File: src/rtl/spmv_result_wb.sv
// Writes a captured 16-word SpMV result vector to memory, one word per accepted write.
// Optional feature: define SPMV_WB_SKIP_ZERO_EN to skip words equal to zero.
module spmv_result_wb #(
  parameter int ADDR_W  = 8,
  parameter int N_WORDS = 16
) (
  input  logic                    i_clk,
  input  logic                    i_rst,
  input  logic                    i_start,
  input  logic [16*N_WORDS-1:0]   i_result,
  input  logic [ADDR_W-1:0]       i_base_addr,
  input  logic                    i_wr_ready,
  output logic                    o_wr_en,
  output logic [ADDR_W-1:0]       o_wr_addr,
  output logic [15:0]             o_wr_data,
  output logic                    o_busy,
  output logic                    o_done,
  output logic [4:0]              o_wr_count
);

`ifdef SPMV_WB_SKIP_ZERO_EN
  localparam logic SKIP_ZERO = 1'b1;
`else
  localparam logic SKIP_ZERO = 1'b0;
`endif

  localparam logic [3:0] LAST_K = 4'(N_WORDS - 1);

  typedef enum logic [1:0] {IDLE, WRITE, DONE} state_t;

  state_t                  state_q, state_d;
  logic [16*N_WORDS-1:0]   result_q, result_d;
  logic [ADDR_W-1:0]       base_q, base_d;
  logic [3:0]              k_q, k_d, k_nxt;
  logic                    wr_en_d, busy_d, done_d, transfer;
  logic [ADDR_W-1:0]       addr_d;
  logic [15:0]             data_d;
  logic [4:0]              count_d;

  function automatic logic [15:0] word_at(input logic [16*N_WORDS-1:0] vec,
                                          input logic [3:0] idx);
    return vec[idx*16 +: 16];
  endfunction

  // A word gets a write request unless zero-skipping is enabled and it is zero.
  function automatic logic needs_write(input logic [15:0] w);
    return !SKIP_ZERO || (w != 16'h0000);
  endfunction

  assign k_nxt    = k_q + 4'd1;
  assign transfer = o_wr_en & i_wr_ready;

  always_comb begin
    state_d  = state_q;
    result_d = result_q;
    base_d   = base_q;
    k_d      = k_q;
    count_d  = o_wr_count;
    wr_en_d  = o_wr_en;
    addr_d   = o_wr_addr;
    data_d   = o_wr_data;
    busy_d   = o_busy;
    done_d   = 1'b0;
    case (state_q)
      IDLE: begin
        if (i_start) begin
          state_d  = WRITE;
          result_d = i_result;
          base_d   = i_base_addr;
          k_d      = 4'd0;
          count_d  = 5'd0;
          wr_en_d  = needs_write(word_at(i_result, 4'd0));
          addr_d   = i_base_addr;
          data_d   = word_at(i_result, 4'd0);
          busy_d   = 1'b1;
        end
      end
      WRITE: begin
        // A word is disposed of either by an accepted write or by a skip cycle.
        if (transfer || !o_wr_en) begin
          if (transfer) count_d = o_wr_count + 5'd1;
          if (k_q == LAST_K) begin
            state_d = DONE;
            wr_en_d = 1'b0;
            busy_d  = 1'b0;
            done_d  = 1'b1;
          end else begin
            k_d     = k_nxt;
            wr_en_d = needs_write(word_at(result_q, k_nxt));
            addr_d  = base_q + ADDR_W'(k_nxt);
            data_d  = word_at(result_q, k_nxt);
          end
        end
      end
      DONE: begin
        state_d = IDLE;
      end
      default: begin
        state_d = IDLE;
        wr_en_d = 1'b0;
        busy_d  = 1'b0;
      end
    endcase
  end

  always_ff @(posedge i_clk) begin
    if (i_rst) begin
      state_q    <= IDLE;
      result_q   <= '0;
      base_q     <= '0;
      k_q        <= '0;
      o_wr_count <= '0;
      o_wr_en    <= 1'b0;
      o_wr_addr  <= '0;
      o_wr_data  <= '0;
      o_busy     <= 1'b0;
      o_done     <= 1'b0;
    end else begin
      state_q    <= state_d;
      result_q   <= result_d;
      base_q     <= base_d;
      k_q        <= k_d;
      o_wr_count <= count_d;
      o_wr_en    <= wr_en_d;
      o_wr_addr  <= addr_d;
      o_wr_data  <= data_d;
      o_busy     <= busy_d;
      o_done     <= done_d;
    end
  end

endmodule

File: config.mk
export PLATFORM = sky130hd
export DESIGN_NAME = spmv_result_wb
export DESIGN_NICKNAME = d
export VERILOG_FILES = /design/src/rtl/spmv_result_wb.sv
export SDC_FILE = /design/constraint.sdc
export NUM_CORES = 1
export LEC_CHECK = 0
export BUFFER_PORTS_ARGS = -buffer_cell sky130_fd_sc_hd__buf_2
export CAP_MARGIN = 20
export CORE_ASPECT_RATIO = 1.2
export CORE_MARGIN = 3
export CORE_UTILIZATION = 49
export DETAILED_ROUTE_END_ITERATION = 16
export GPL_TIMING_DRIVEN = 0
export PLACE_DENSITY_LB_ADDON = 0.2
export SYNTH_ARGS = -nofsm -noshare
export SYNTH_HDL_FRONTEND = slang
export SYNTH_SLANG_ARGS = --single-unit
File: constraint.sdc
create_clock -name i_clk -period 2.57 [get_ports i_clk]
set_input_delay 0.257 -clock i_clk [delete_from_list [all_inputs] [get_ports i_clk]]
set_output_delay 0.257 -clock i_clk [all_outputs]
set_load 0.01 [all_outputs]
==> results.json <==
{
  "status": "finished clean",
  "grtUsageTotal_pct": 33.6,
  "rrSetupSlack_ns": 0.05,
  "vdd_drop_max_v": 0.000515,
  "clkTransAtPathRegs_ns": 0.06,
  "grt_max_degree": 20,
  "antenna_found_initial": 0,
  "cts_tree": "built",
  "grt-ovfl-total": 0,
  "hpwlAfterDp_mm": 32.8,
  "max_cap_violations": 0,
  "yosysTopAreaCellShare_pct": 46.9,
  "placed_cell_area_sq_um": 14800,
  "ys_top_cells_by_count": "nand2_1, dfxtp_1, a21oi_1",
  "cts-root-buf": "clkbuf_16",
  "yosysTopAreaCell": "dfxtp_1",
  "setup_ws_ns": 0.0529,
  "area_growth_pct": 43.7,
  "worst-path-max-fanout": 10,
  "die_w_microns": 154,
  "postSynthCellCount": 1514,
  "critical_path_required_ns": 3.01,
  "endpoint_kind": "register",
  "crit_type": "register to register",
  "synth_cell_type_count": 45,
  "share_seq_of_total_power_pct": 43.8,
  "detail_route.wl_per_cell_microns": 20.2,
  "p_int_w": 0.00867,
  "pwr-share-clk_pct": 39.0,
  "port-buffer-count": 298,
  "yosysMostFrequentCell": "nand2_1",
  "arrival_ns": 2.96,
  "fin_crit_sh_pct": 97.9,
  "grt_pass1_wl_mm": 74.6,
  "setup_violations": 0,
  "cts_made_buffers": 31,
  "htree_levels": 1,
  "drive_above_1_share_pct": 22.9,
  "layout_min_cycle_time_ns": 2.52,
  "netlist_area_sq_um": 12900,
  "die_area_sq_um": 28300,
  "synth_nets": 1789,
  "synth-seq-area-share_pct": 46.9,
  "hold_violations": 0,
  "swShare_pct": 26.7,
  "rsz0062_at_grt": "yes",
  "num_io_pins": 300,
  "place_congestion": 0.937,
  "worst_slew_pin_slew_ns": 0.782,
  "clock_skew_ns": 0.0229,
  "cts.sinks": 302,
  "ys_top_cells_by_area": "dfxtp_1, nand2_1, a21oi_1",
  "avgViaCountPerCell": 5.57,
  "ys_warn_count": 0,
  "fin_total_pwr_w": 0.0118,
  "clock_path_buffers": 3,
  "ys_ff_latch": 302,
  "dp_cells": 2142,
  "leakage_nw": 7.72,
  "postSynth.topFlopCell": "dfxtp_1",
  "place_ws_ns": -0.457,
  "p_per_area_nw_per_um2": 637,
  "final_area_sq_um": 18500,
  "drtPass1Iterations": 5,
  "coreArea_sq_um": 25700,
  "postSynth.asyncResetShare_pct": 0,
  "start_util_pct": 50.2,
  "max_slew_margin_pct": 47.8,
  "die_y_microns": 184,
  "instances_no_fill": 2460,
  "clk_latency_ns": 0.57,
  "p_sw_w": 0.00315,
  "vias": 13700,
  "power_frac_comb_pct": 17.2,
  "antenna_left": 0,
  "drt_iter0_markers": 1033,
  "cp-start-kind": "register",
  "rows": 64,
  "fin_nets": 2383,
  "route.detailed.drc": 0,
  "routed_wirelength_mm": 49.6,
  "hp-class": "input port to register",
  "synth_edf_count": 0,
  "grt_pass1_vias": 14000,
  "final_max_slew_viol_count": 0,
  "fmax_mhz": 397,
  "syn_avg_cell_area_sq_um": 8.52
}
-- worst max-delay path, stage by stage (launching register included) --
cell and delay, ns:
dfxtp_2 0.36, buf_6 0.12, buf_6 0.16, buf_12 0.15, inv_1 0.09, ha_1 0.24
fa_1 0.44, a21o_1 0.23, a21oi_4 0.15, o21a_1 0.14, nor3_1 0.04, o41ai_1 0.27
-- logic make-up (layout without fill, tap and decap cells) --
logic type      Yosys count  after routing  synth area share, %
compound gates          334            334                 13.9
xor+xnor                  6              6                0.407
fa+ha+maj                 7              7                0.737
buf+inv                 125            740                 4.37
flops                   302            302                 46.9
mux                      98             98                 14.4
other cells               0              1                    0
simple gates            642            642                 19.3
-- what timing repair did --
item / in CTS / in global routing
pin swaps: 2 / 0
resized for setup: 7 / 5
buffers inserted: 1 / 0
endpoints found under the setup margin: 14 / 79
hold buffers: 263 / 0
hold endpoints to repair: 263 / 0
-- per-layer routing --
layer | global-route usage, % | routed length (microns) | part of all wire, %
met5 | 0 | 0 | 0
met4 | 18.3 | 3170 | 6.4
met3 | 6.26 | 3980 | 8.0
met2 | 58.7 | 24300 | 49
met1 | 38.9 | 18200 | 37
-- cell type report --
type / instances / area [sq um]
Sequential cell: 302 / 6050
Inverter: 3 / 11.3
Buffer: 121 / 572
Clock inverter: 12 / 145
Tap cell: 330 / 413
Fill cell: 1861 / 7170
Antenna cell: 1 / 2.50
Clock buffer: 42 / 897
Timing Repair Buffer: 562 / 4130
Multi-Input combinational cell: 1087 / 6320
-- worst paths after layout --
| path | start | to | cells past startpoint |
|---|---|---|---|
| min reg2reg | o_wr_data[11] | o_wr_data[11] | 2 |
| max | k_q[0] | o_wr_addr[6] | 11 |
| min | i_result[24] | result_q[24] | 3 |
| max reg2reg | k_q[0] | o_wr_addr[6] | 11 |
-- through the flow --
stage	hold slack, ns	utilization [%]	TNS, ns
4_1_cts	0.0185	72.0	0
2_1_floorplan	0.393	-	0
3_3_place_gp	0.424	57.6	-2.00
3_5_place_dp	0.424	57.6	-2.04
6_report	0.0388	72.1	0
5_1_grt	0.0575	72.1	-0.0405
-- flip-flops by register name, summed over array words and instances (netlist names) --
name	count
o_done	1
k_q	4
o_wr_data	16
result_q	256
o_wr_en	1
o_wr_count	5
base_q	8
state_q	2
o_busy	1
o_wr_addr	8
-- power groups by stage --
stage	sequential, W	combinational, W	clock (W)
final	0.00517	0.00203	0.00461
after global routing	0.00519	0.00218	0.00485
after CTS	0.00516	0.00197	0.00463
after detailed placement	0.00526	0.00165	0
after global placement	0.00525	0.00163	0
after floorplan	0.00521	0.000980	0
-- layout by cell type (no fill, tap or decap), types with 3 or more instances in the layout --
cell type,Yosys,final
nor2_1,12,12
buf_2,37,333
clkbuf_1,77,79
a21o_1,3,3
dfxtp_1,302,301
xor2_1,4,3
mux4_1,10,10
mux4_2,54,54
inv_1,3,3
nand2b_1,7,7
bufinv_16,0,3
clkinv_2,0,6
ha_1,6,6
o221ai_1,17,17
nor3_1,11,11
a21oi_1,295,294
dlygate4sd3_1,0,263
clkbuf_16,0,31
buf_6,6,7
o21ai_0,3,3
clkbuf_8,0,8
mux2_2,32,32
nand2_1,593,593
nand3_1,6,6
Power figures use the tool's default switching activity.
